<file path="src/rtl/uart_pkg.sv">
// Shared types and constants for the UART receive path.
//   rx_state_t    : receiver FSM state encoding
//   PAR_NONE/ODD/EVEN : values accepted by the PARITY parameter
//   exp_parity()  : parity bit a transmitter would send for a data word
package uart_pkg;

  typedef enum logic [2:0] {
    IDLE,
    START,
    DATA,
    PAR,
    STOP
  } rx_state_t;

  localparam int PAR_NONE = 0;
  localparam int PAR_ODD  = 1;
  localparam int PAR_EVEN = 2;

  // Word is zero-extended to 9 bits by the caller; the extra zeros do not
  // change the XOR reduction.
  function automatic logic exp_parity(input logic [8:0] word, input int mode);
    return (mode == PAR_ODD) ? ~(^word) : (^word);
  endfunction

endpackage

</file>
<file path="src/rtl/sync_fifo.sv">
// Synchronous first-word fall-through FIFO.
//   clk, rst : clock, asynchronous active-high reset
//   push/din : write request and data (dropped when full unless popping)
//   pop      : read request (ignored when empty)
//   full, empty, count : occupancy status (count is 0..DEPTH)
//   head     : entry at the read pointer, valid while !empty
module sync_fifo #(
  parameter int WIDTH = 8,
  parameter int DEPTH = 4
) (
  input  logic                     clk,
  input  logic                     rst,
  input  logic                     push,
  input  logic                     pop,
  input  logic [WIDTH-1:0]         din,
  output logic                     full,
  output logic                     empty,
  output logic [$clog2(DEPTH):0]   count,
  output logic [WIDTH-1:0]         head
);

  localparam int AW = $clog2(DEPTH);

  logic [WIDTH-1:0] mem [DEPTH];
  logic [AW-1:0]    wr_ptr, rd_ptr;
  logic             do_push, do_pop;

  assign empty   = (count == '0);
  assign full    = (count == (AW+1)'(DEPTH));
  assign do_pop  = pop && !empty;
  // A pop in the same cycle frees the slot, so a full FIFO still accepts.
  assign do_push = push && (!full || do_pop);
  assign head    = mem[rd_ptr];

  // DEPTH is a power of two, so the pointers wrap by plain overflow.
  always_ff @(posedge clk or posedge rst) begin
    if (rst) begin
      wr_ptr <= '0;
      rd_ptr <= '0;
      count  <= '0;
      for (int i = 0; i < DEPTH; i++) mem[i] <= '0;
    end else begin
      if (do_push) begin
        mem[wr_ptr] <= din;
        wr_ptr      <= wr_ptr + AW'(1);
      end
      if (do_pop) rd_ptr <= rd_ptr + AW'(1);
      case ({do_push, do_pop})
        2'b10:   count <= count + (AW+1)'(1);
        2'b01:   count <= count - (AW+1)'(1);
        default: ;
      endcase
    end
  end

endmodule

</file>
<file path="src/rtl/uart_rx_fifo.sv">
// UART receiver with a small receive FIFO, sticky error flags and an LED
// register.
//   clk, rst        : clock, asynchronous active-high reset
//   uart_in         : asynchronous serial line, idle high
//   uart_to_cpu_buf : FIFO head (fall-through), read_int : FIFO non-empty
//   cpu_end_read    : pop strobe; also clears the sticky flags
//   rx_count        : FIFO occupancy
//   frame_err, parity_err, overrun : sticky status
//   leds_array, write_leds, leds   : LED register write port and value
// Parameter limits: CLKS_PER_BIT >= 4, DATA_BITS 5..9, PARITY 0/1/2,
// FIFO_DEPTH a power of two >= 2.
module uart_rx_fifo
  import uart_pkg::*;
#(
  parameter int CLKS_PER_BIT = 16,
  parameter int DATA_BITS    = 8,
  parameter int PARITY       = 0,
  parameter int FIFO_DEPTH   = 4
) (
  input  logic                          clk,
  input  logic                          rst,
  input  logic                          uart_in,
  output logic [DATA_BITS-1:0]          uart_to_cpu_buf,
  output logic                          read_int,
  input  logic                          cpu_end_read,
  output logic [$clog2(FIFO_DEPTH):0]   rx_count,
  output logic                          frame_err,
  output logic                          parity_err,
  output logic                          overrun,
  input  logic [7:0]                    leds_array,
  input  logic                          write_leds,
  output logic [7:0]                    leds
);

  // Wide enough for both CLKS_PER_BIT-1 and CLKS_PER_BIT/2.
  localparam int CW = $clog2(CLKS_PER_BIT);
  localparam logic [CW-1:0] HALF_BIT = CW'(CLKS_PER_BIT / 2);
  localparam logic [CW-1:0] FULL_M1  = CW'(CLKS_PER_BIT - 1);

  logic                 sync1, rx_s, rx_prev;
  rx_state_t            state;
  logic [CW-1:0]        cnt;
  logic [3:0]           bit_idx;
  logic [DATA_BITS-1:0] shreg;
  logic                 bad;
  logic                 tick;
  logic [8:0]           data9;
  logic                 par_exp;
  logic                 stop_tick, push, set_frame, set_par, set_ovr;
  logic                 fifo_full, fifo_empty;

  // Two-flop synchroniser plus one delay flop for falling-edge detection.
  // All reset to the idle (high) level so release never looks like a start.
  always_ff @(posedge clk or posedge rst) begin
    if (rst) begin
      sync1   <= 1'b1;
      rx_s    <= 1'b1;
      rx_prev <= 1'b1;
    end else begin
      sync1   <= uart_in;
      rx_s    <= sync1;
      rx_prev <= rx_s;
    end
  end

  always_comb begin
    data9 = '0;
    data9[DATA_BITS-1:0] = shreg;
  end

  assign par_exp = exp_parity(data9, PARITY);
  assign tick    = (cnt == '0);

  // The counter runs down to zero; each zero is a sample point. The first
  // half-bit load centres every later sample in its bit cell.
  always_ff @(posedge clk or posedge rst) begin
    if (rst) begin
      state   <= IDLE;
      cnt     <= '0;
      bit_idx <= '0;
      shreg   <= '0;
      bad     <= 1'b0;
    end else begin
      case (state)
        IDLE: begin
          if (rx_prev && !rx_s) begin
            state <= START;
            cnt   <= HALF_BIT;
          end
        end
        START: begin
          if (!tick) cnt <= cnt - CW'(1);
          else if (!rx_s) begin
            state   <= DATA;
            cnt     <= FULL_M1;
            bit_idx <= '0;
            bad     <= 1'b0;
          end else begin
            state <= IDLE;  // line back high at mid-bit: a glitch, no flag
          end
        end
        DATA: begin
          if (!tick) cnt <= cnt - CW'(1);
          else begin
            shreg <= {rx_s, shreg[DATA_BITS-1:1]};  // LSB arrives first
            cnt   <= FULL_M1;
            if (bit_idx == 4'(DATA_BITS - 1))
              state <= (PARITY != PAR_NONE) ? PAR : STOP;
            else
              bit_idx <= bit_idx + 4'd1;
          end
        end
        PAR: begin
          if (!tick) cnt <= cnt - CW'(1);
          else begin
            if (rx_s != par_exp) bad <= 1'b1;
            state <= STOP;
            cnt   <= FULL_M1;
          end
        end
        STOP: begin
          if (!tick) cnt <= cnt - CW'(1);
          else state <= IDLE;
        end
        default: state <= IDLE;
      endcase
    end
  end

  assign stop_tick = (state == STOP) && tick;
  assign push      = stop_tick && rx_s && !bad;
  assign set_frame = stop_tick && !rx_s;
  assign set_par   = (PARITY != PAR_NONE) && (state == PAR) && tick && (rx_s != par_exp);
  // A full FIFO popped in the same cycle still takes the frame.
  assign set_ovr   = push && fifo_full && !cpu_end_read;

  sync_fifo #(
    .WIDTH (DATA_BITS),
    .DEPTH (FIFO_DEPTH)
  ) u_fifo (
    .clk   (clk),
    .rst   (rst),
    .push  (push),
    .pop   (cpu_end_read),
    .din   (shreg),
    .full  (fifo_full),
    .empty (fifo_empty),
    .count (rx_count),
    .head  (uart_to_cpu_buf)
  );

  assign read_int = !fifo_empty;

  // Sticky flags: any read strobe clears all three, a new event in the
  // same cycle takes priority.
  always_ff @(posedge clk or posedge rst) begin
    if (rst) begin
      frame_err  <= 1'b0;
      parity_err <= 1'b0;
      overrun    <= 1'b0;
    end else begin
      frame_err  <= set_frame | (frame_err  & ~cpu_end_read);
      parity_err <= set_par   | (parity_err & ~cpu_end_read);
      overrun    <= set_ovr   | (overrun    & ~cpu_end_read);
    end
  end

  always_ff @(posedge clk or posedge rst) begin
    if (rst) leds <= '0;
    else if (write_leds) leds <= leds_array;
  end

endmodule

</file>
<file path="config.mk">
export PLATFORM = sky130hd
export DESIGN_NAME = uart_rx_fifo
export DESIGN_NICKNAME = d
export VERILOG_FILES = /design/src/rtl/uart_pkg.sv /design/src/rtl/sync_fifo.sv /design/src/rtl/uart_rx_fifo.sv
export SDC_FILE = /design/constraint.sdc
export NUM_CORES = 1
export LEC_CHECK = 0
export ABC_AREA = 0
export CAP_MARGIN = 10
export CORE_ASPECT_RATIO = 1.75
export CORE_UTILIZATION = 32
export DETAILED_ROUTE_END_ITERATION = 6
export PLACE_DENSITY_LB_ADDON = 0.08
export SYNTH_ARGS = -nofsm -noshare
export SYNTH_HDL_FRONTEND = slang
export SYNTH_SLANG_ARGS = --single-unit
</file>
<file path="constraint.sdc">
create_clock -name clk -period 3 [get_ports clk]
set_input_delay 0.75 -clock clk [delete_from_list [all_inputs] [get_ports clk]]
set_output_delay 0.75 -clock clk [all_outputs]
set_load 0.02 [all_outputs]
</file>
# After elaboration in Yosys (flattened, before gate mapping)
# Cells that the tools add are included.
[word_totals]
wordCells = 117
out_inout_bits = 23
input_bits = 13
reg_bits = 73
[op_classes]
n_reduce_logical = 30
add_sub_neg = 6
n_mux = 31
bitwise = 8
order_cmp = 3
n_eq_ne = 20
[op_table]
columns = ["op", "n"]
rows = [
  ["2-to-1 mux 4 bit", 9],
  ["bitwise mux 32 bit", 1],
  ["2-to-1 mux 8 bit", 3],
  ["inequality test 2 bit, second input constant", 10],
  ["2-to-1 mux 3 bit", 6],
  ["binary-select mux 8 bit (select 2 bit)", 1],
  ["demux 8 bit (select 2 bit)", 1],
  ["one-hot mux 4 bit (4 select lines)", 1],
  ["one-hot mux 3 bit (5 select lines)", 1],
  ["logical AND 1 bit", 10],
  ["AND reduction 5 bit", 2],
  ["XOR reduction 9 bit", 1],
  ["one-hot mux 4 bit (2 select lines)", 1],
  ["== test 3 x 2 -> 1 bit, second input constant", 2],
  ["== test 3 bit, second input constant", 2],
  ["greater-or-equal comparator 3 bit, second input constant", 2],
  ["logical NOT 3 bit", 2],
  ["inverter 2 -> 3 bit", 2],
  ["one-hot mux 3 bit (2 select lines)", 1],
  ["AND reduction 6 bit", 1],
  ["nonzero test 2 bit", 3],
  ["logical NOT 1 bit", 5],
  ["adder 2 x 1 -> 2 bit, second input constant", 2],
  ["adder 4 x 1 -> 4 bit, second input constant", 1],
  ["22 further kinds", 28],
]

# Longest topological paths before layout
[depth]
ltp_word = 7
ltp_mapped = 12
mapped_depth_nobuf = 11

# Cells and area by module
# A second synthesis with hierarchy kept.
[unflattened]
cells_unflattened = 259
hier_area_um2 = 3462.1
[by_module_without_submodules]
columns = ["mod", "instances", "cells_per_inst", "seq_area_each_um2", "area_per_inst_um2"]
rows = [
  ["sync_fifo", 1, 116, 975.9, 1805.5],
  ["uart_rx_fifo", 1, 143, 854.6, 1656.6],
]

# Least setup slack after synthesis
# Ideal clock, no wire load.
[synth_path]
path_type = "reg2reg"
start = "register cnt[0]"
end = "register u_fifo.count[2]"
setup_ns = 0.132
arrival_ns = 2.533
n_path_buf = 1
path_slack_ns = 0.335
stages_incl_launch_ff = 13
path_cell_list = "dfrtp_1 inv_1 ha_1 or3b_2 buf_6 nor4b_4 inv_1 ha_1 inv_1 fa_1 xor2_1 nor2_1 xor2_1"
[synth_between]
elab_chain_len = 7
word_cells_on_any_way = 9
cone_classes = "2 x eq/ne; 1 x mux; 6 x reduce/logical"
[synth_lines]
columns = ["item", "line", "source"]
rows = [
  ["from (decl)", "uart_rx_fifo.sv:42", "logic [CW-1:0] cnt;"],
  ["from (signal assigned)", "uart_rx_fifo.sv:92", "if (!tick) cnt <= cnt - CW'(1);"],
  ["from (signal assigned)", "uart_rx_fifo.sv:103", "if (!tick) cnt <= cnt - CW'(1);"],
  ["from (signal assigned)", "uart_rx_fifo.sv:114", "if (!tick) cnt <= cnt - CW'(1);"],
  ["logical NOT 4 bit *", "uart_rx_fifo.sv:72", "assign tick = (cnt == '0);"],
  ["logical AND 1 bit *", "uart_rx_fifo.sv:130", "assign stop_tick = (state == STOP) && tick;"],
  ["logical AND 1 bit * (2 in a row)", "uart_rx_fifo.sv:131", "assign push = stop_tick && rx_s && !bad;"],
  ["logical AND 1 bit *", "sync_fifo.sv:32", "assign do_push = push && (!full || do_pop);"],
  ["== test 2 x 1 -> 1 bit / == test 2 bit (equally long branches)", "sync_fifo.sv:48", "case ({do_push, do_pop})"],
  ["one-hot mux 3 bit (2 select lines) / nonzero test 2 bit (equally long branches)", "-", ""],
  ["to (signal assigned)", "sync_fifo.sv:49", "2'b10: count <= count + (AW+1)'(1);"],
  ["to (signal assigned)", "sync_fifo.sv:50", "2'b01: count <= count - (AW+1)'(1);"],
  ["to (decl)", "sync_fifo.sv:18", "output logic [$clog2(DEPTH):0] count,"],
]
# Every way passes the cells marked *; elsewhere a longest branch is shown, timed or not.
# A chain may end at the register's enable or synchronous reset.

# Worst setup path in the final report
[layout_path]
start = "register u_fifo.rd_ptr[0]"
end = "output uart_to_cpu_buf[7]"
[layout_between]
elab_chain_len = 4
[layout_lines]
columns = ["item", "line", "source"]
rows = [
  ["from (decl)", "sync_fifo.sv:25", "logic [AW-1:0] wr_ptr, rd_ptr;"],
  ["from (signal assigned)", "sync_fifo.sv:47", "if (do_pop) rd_ptr <= rd_ptr + AW'(1);"],
  ["inverter 2 -> 3 bit (not written as such)", "sync_fifo.sv:33", "assign head = mem[rd_ptr];"],
  ["binary-select mux 8 bit (select 2 bit)", "sync_fifo.sv:33", ""],
  ["2-to-1 mux 8 bit (not written as such) (2 in a row)", "sync_fifo.sv:33", ""],
  ["to (decl)", "uart_rx_fifo.sv:23", "output logic [DATA_BITS-1:0] uart_to_cpu_buf,"],
]
# Every way passes these cells. The select of a mux whose other input is x is not followed.

==> summary.txt <==
STATUS
------------------------------------------------------------------------------
Run status                                                        finished, final reports clean

CTS
------------------------------------------------------------------------------
Clock tree buffer depth                                                      2
Sink count of the clock tree                                                73
Number of levels the H-tree was split into                                   3
Clock transition at the registers of the reported paths                0.06 ns
Later-pin clock latency in the skew report                             0.33 ns
Post-CTS Resized                                                             0
Buffer count from post-CTS setup fixing                                      0
Cts-stage hold buffer count                                                  0
CTS tree                                                                   yes
Number of clock buffers inserted by TritonCTS                                9
Clock root cell                                                   sky130_fd_sc_hd__clkbuf_16

FLOORPLAN
------------------------------------------------------------------------------
Horizontal die dimension                                               80.3 µm
Total number of placement rows                                              49
Total die area                                                      0.0112 mm²
Height of the die                                                       139 µm
Starting density of the core                                             0.331
Boundary pin count                                                          36
Total core area                                                     0.0104 mm²

TIMING
------------------------------------------------------------------------------
Hold_ws                                                               0.356 ns
Unrepaired setup endpoints after global routing                          false
Slew Limit Headroom                                                      0.625
Achievable clock frequency                                             363 MHz
Final-report max-slew violation count                                        0
Share of the cycle needed by the critical path after routing             0.919
Post-layout min period                                                 2.76 ns
Transition time at the pin with the least slew margin                 0.563 ns
Total Negative Setup Slacks                                               0 ns
Worst Skew                                                          0.00504 ns
Final-report hold violation count                                            0
Final setup viols                                                            0

GRT
------------------------------------------------------------------------------
Busiest metal layer after global routing                                  met2
Met1 layer usage reported by global route                                0.162
Wire length of the first global-routing pass                           12.2 mm
Initial antenna violation count                                              0
Met2 usage in global routing                                             0.265
Met3 GRT Util                                                           0.0276
Total overflow reported by the global router                                 0
Pin count of the biggest net entering global routing                        28
Number of global-route vias before repair                                2,349
Global router's overall resource usage                                   0.149

WORST HOLD PATH
------------------------------------------------------------------------------
Hold path depth                                                              0
Startpoint of the worst hold path                                        sync1
Min-delay worst type                                                reg -> reg
Min-Delay Endpoint                                                        rx_s

WORST SETUP PATH
------------------------------------------------------------------------------
Critical-path maximum fanout                                                10
Capture instance of the worst register-to-register path           u_fifo.count[2]
Cell with the largest stage delay on the worst path               sky130_fd_sc_hd__clkdlybuf4s50_1
Crit. End Element                                                   output pin
CP startpoint kind                                                        flop
Worst Path Arrival                                                     2.01 ns
Worst R2R Setup Slack                                                  0.42 ns
Slowest stage delay, CP                                                0.56 ns
Number of cell instances on the worst register-to-register path             11
Class of the most critical setup path                               reg -> out
Launch point of the worst reg-to-reg path                               cnt[0]
Crit-path cells                                                   buf_4, mux4_2, clkdlybuf4s50_1
Data required time of the critical path                                2.25 ns

SYNTH
------------------------------------------------------------------------------
Count of flip-flops with a built-in enable after synthesis                   0
Count of state elements after synthesis                                     73
Fraction of registers with async set/reset                                1.00
Primary FF master, synth                                          sky130_fd_sc_hd__dfrtp_1
Synthesized area                                                   0.00343 mm²
Yosys warning count                                                          0
Syn nets                                                                   278
Mapped Cells                                                               256
Mean Syn Cell Area                                                    13.4 µm²
Fraction of the yosys area taken by sequential cells                     0.533
Yosys cell types                                                            49

FINAL LAYOUT
------------------------------------------------------------------------------
Final core occ                                                           0.413
Final net count                                                            324
Number of diodes added for antenna fixing                                    0
Layout-stage area growth over the synthesis result                       24.7%
Layout Cell Area excl Fill                                         0.00428 mm²
Ratio of cells with drive above 1 in the final layout                    0.287

PLACEMENT
------------------------------------------------------------------------------
Detailed Place HPWL                                                    5.17 mm
Area of placed instances                                           0.00398 mm²
Final estimated routing congestion in global placement                   0.745
Number of input and output port buffers inserted                            35

ROUTING
------------------------------------------------------------------------------
Ratio of routed vias to standard cells                                    4.94
Wire length per cell after detailed routing                            17.2 µm
First-pass DRT Iterations                                                    4
Total number of vias                                                     2,143
Final routed DRC violation total                                             0
DRC marker count from the first detailed-route iteration                    73
Final ANT Viol Nets                                                          0
Total Wirelength                                                       7.45 mm

POWER AND IR DROP
------------------------------------------------------------------------------
Power, Total                                                         0.00309 W
Static leakage                                                         1.94 nW
Cell Pwr Density                                                    722 mW/mm²
Maximum VDD drop                                                        290 µV

JOB
------------------------------------------------------------------------------
Max-Cap Viols                                                                0

## metal layers
layer,routed length [µm],vias up,part of all wire
met5,0,-,0
met4,240,0,0.032
met3,138,17,0.019
met2,4220,25,0.57
met1,2850,1092,0.38
li1,-,1009,-
## layout make-up
cell class                      count  area (µm²)
Inverter                           16        60.1
Multi-Input combinational cell    157        1490
Timing Repair Buffer               45         438
Fill cell                        1010        6080
Clock inverter                      3        65.1
Clock buffer                       13         240
Tap cell                          127         159
Sequential cell                    73        1830
## per-stage QoR
step,instances,setup slack (ns)
after global placement,418,-0.0802
after detailed placement,418,-0.0954
after CTS,434,0.200
after floorplan,256,0.335
after global routing,434,0.140
final,434,0.242
## cells in the final DEF (no fill, tap or decap), types with 2 or more instances in the layout
master and n:
sky130_fd_sc_hd__dfrtp_1 70, sky130_fd_sc_hd__mux2_2 46, sky130_fd_sc_hd__clkdlybuf4s50_1 35, sky130_fd_sc_hd__inv_1 15, sky130_fd_sc_hd__clkbuf_16 9, sky130_fd_sc_hd__buf_4 9, sky130_fd_sc_hd__xnor2_1 8, sky130_fd_sc_hd__mux4_2 8
sky130_fd_sc_hd__ha_1 8, sky130_fd_sc_hd__nand2_1 7, sky130_fd_sc_hd__nor2_1 6, sky130_fd_sc_hd__o21ai_0 6, sky130_fd_sc_hd__xor2_1 5, sky130_fd_sc_hd__nand3_1 4, sky130_fd_sc_hd__a21oi_1 4, sky130_fd_sc_hd__and2_1 4
sky130_fd_sc_hd__nand2_2 4, sky130_fd_sc_hd__clkbuf_1 4, sky130_fd_sc_hd__nor3b_1 3, sky130_fd_sc_hd__o22ai_1 3, sky130_fd_sc_hd__nand2b_1 3, sky130_fd_sc_hd__nand4_1 3, sky130_fd_sc_hd__dfstp_2 3, sky130_fd_sc_hd__a2bb2oi_1 2
sky130_fd_sc_hd__a221oi_1 2, sky130_fd_sc_hd__mux2i_1 2, sky130_fd_sc_hd__o221ai_1 2, sky130_fd_sc_hd__mux2_1 2, sky130_fd_sc_hd__or3_1 2, sky130_fd_sc_hd__o41ai_1 2, sky130_fd_sc_hd__o32ai_1 2, sky130_fd_sc_hd__bufinv_16 2
## where the power goes
| group | internal [W] | switching (W) |
|---|---|---|
| logic | 0.000369 | 0.000386 |
| clock network | 0.000728 | 0.000384 |
| registers | 0.00109 | 0.000135 |
| total | 0.00219 | 0.000904 |
## critical path, delay by kind of cell (launching register included)
kind                   cells  cell delay (ns)
multiplexers               1             0.55
flip-flops                 1             0.32
buffers and inverters      2             0.80
## logic make-up (layout without fill, tap and decap cells)
group,count (synthesis),in the layout,synth area share
and+or+nand+nor,47,47,0.0849
AOI/OAI and AO/OA,29,29,0.0590
xor gates and xnor gates,14,14,0.0397
DFF,73,73,0.533
adders and majority gates,9,9,0.0350
muxes,58,58,0.216
buffers and inverters,26,77,0.0328
## cell usage after synthesis, types with 2 or more instances
library cell	instances	area, µm²
sky130_fd_sc_hd__nand2_2	4	25.0
sky130_fd_sc_hd__inv_1	16	60.1
sky130_fd_sc_hd__o21ai_0	6	30.0
sky130_fd_sc_hd__a221oi_1	2	17.5
sky130_fd_sc_hd__nand2_1	7	26.3
sky130_fd_sc_hd__nand2b_1	3	18.8
sky130_fd_sc_hd__dfrtp_1	70	1750
sky130_fd_sc_hd__mux4_2	8	180
sky130_fd_sc_hd__o32ai_1	2	17.5
sky130_fd_sc_hd__and2_1	4	25.0
sky130_fd_sc_hd__mux2_1	2	22.5
sky130_fd_sc_hd__nand4_1	3	18.8
sky130_fd_sc_hd__xnor2_1	8	70.1
sky130_fd_sc_hd__xor2_1	5	43.8
sky130_fd_sc_hd__nor3b_1	3	22.5
sky130_fd_sc_hd__a21oi_1	4	20.0
sky130_fd_sc_hd__o41ai_1	2	17.5
sky130_fd_sc_hd__a2bb2oi_1	2	17.5
sky130_fd_sc_hd__dfstp_2	3	78.8
sky130_fd_sc_hd__or3_1	2	12.5
sky130_fd_sc_hd__mux2i_1	2	20.0
sky130_fd_sc_hd__mux2_2	46	518
sky130_fd_sc_hd__buf_6	2	22.5
sky130_fd_sc_hd__nand3_1	4	20.0
sky130_fd_sc_hd__nor2_1	6	22.5
sky130_fd_sc_hd__o22ai_1	3	18.8
sky130_fd_sc_hd__clkbuf_1	7	26.3
sky130_fd_sc_hd__ha_1	8	100
sky130_fd_sc_hd__o221ai_1	2	17.5
## registers in the layout, summed over array words and instances (netlist names), 2 cells and up
signal         flops
u_fifo.wr_ptr      2
shreg              8
leds               8
u_fifo.count       3
state              3
u_fifo.rd_ptr      2
bit_idx            4
u_fifo.mem        32
cnt                4
## how the worst max path moves through the flow
stage,to,cells past startpoint,startpoint
finish,uart_to_cpu_buf[7],3,u_fifo.rd_ptr[0]
CTS,uart_to_cpu_buf[7],3,u_fifo.rd_ptr[0]
global placement,u_fifo.count[2],10,cpu_end_read
floorplan,u_fifo.count[2],12,cnt[0]
global route,u_fifo.count[2],10,cpu_end_read
detailed placement,u_fifo.count[2],10,cpu_end_read
(Power assumes the default switching activity.)
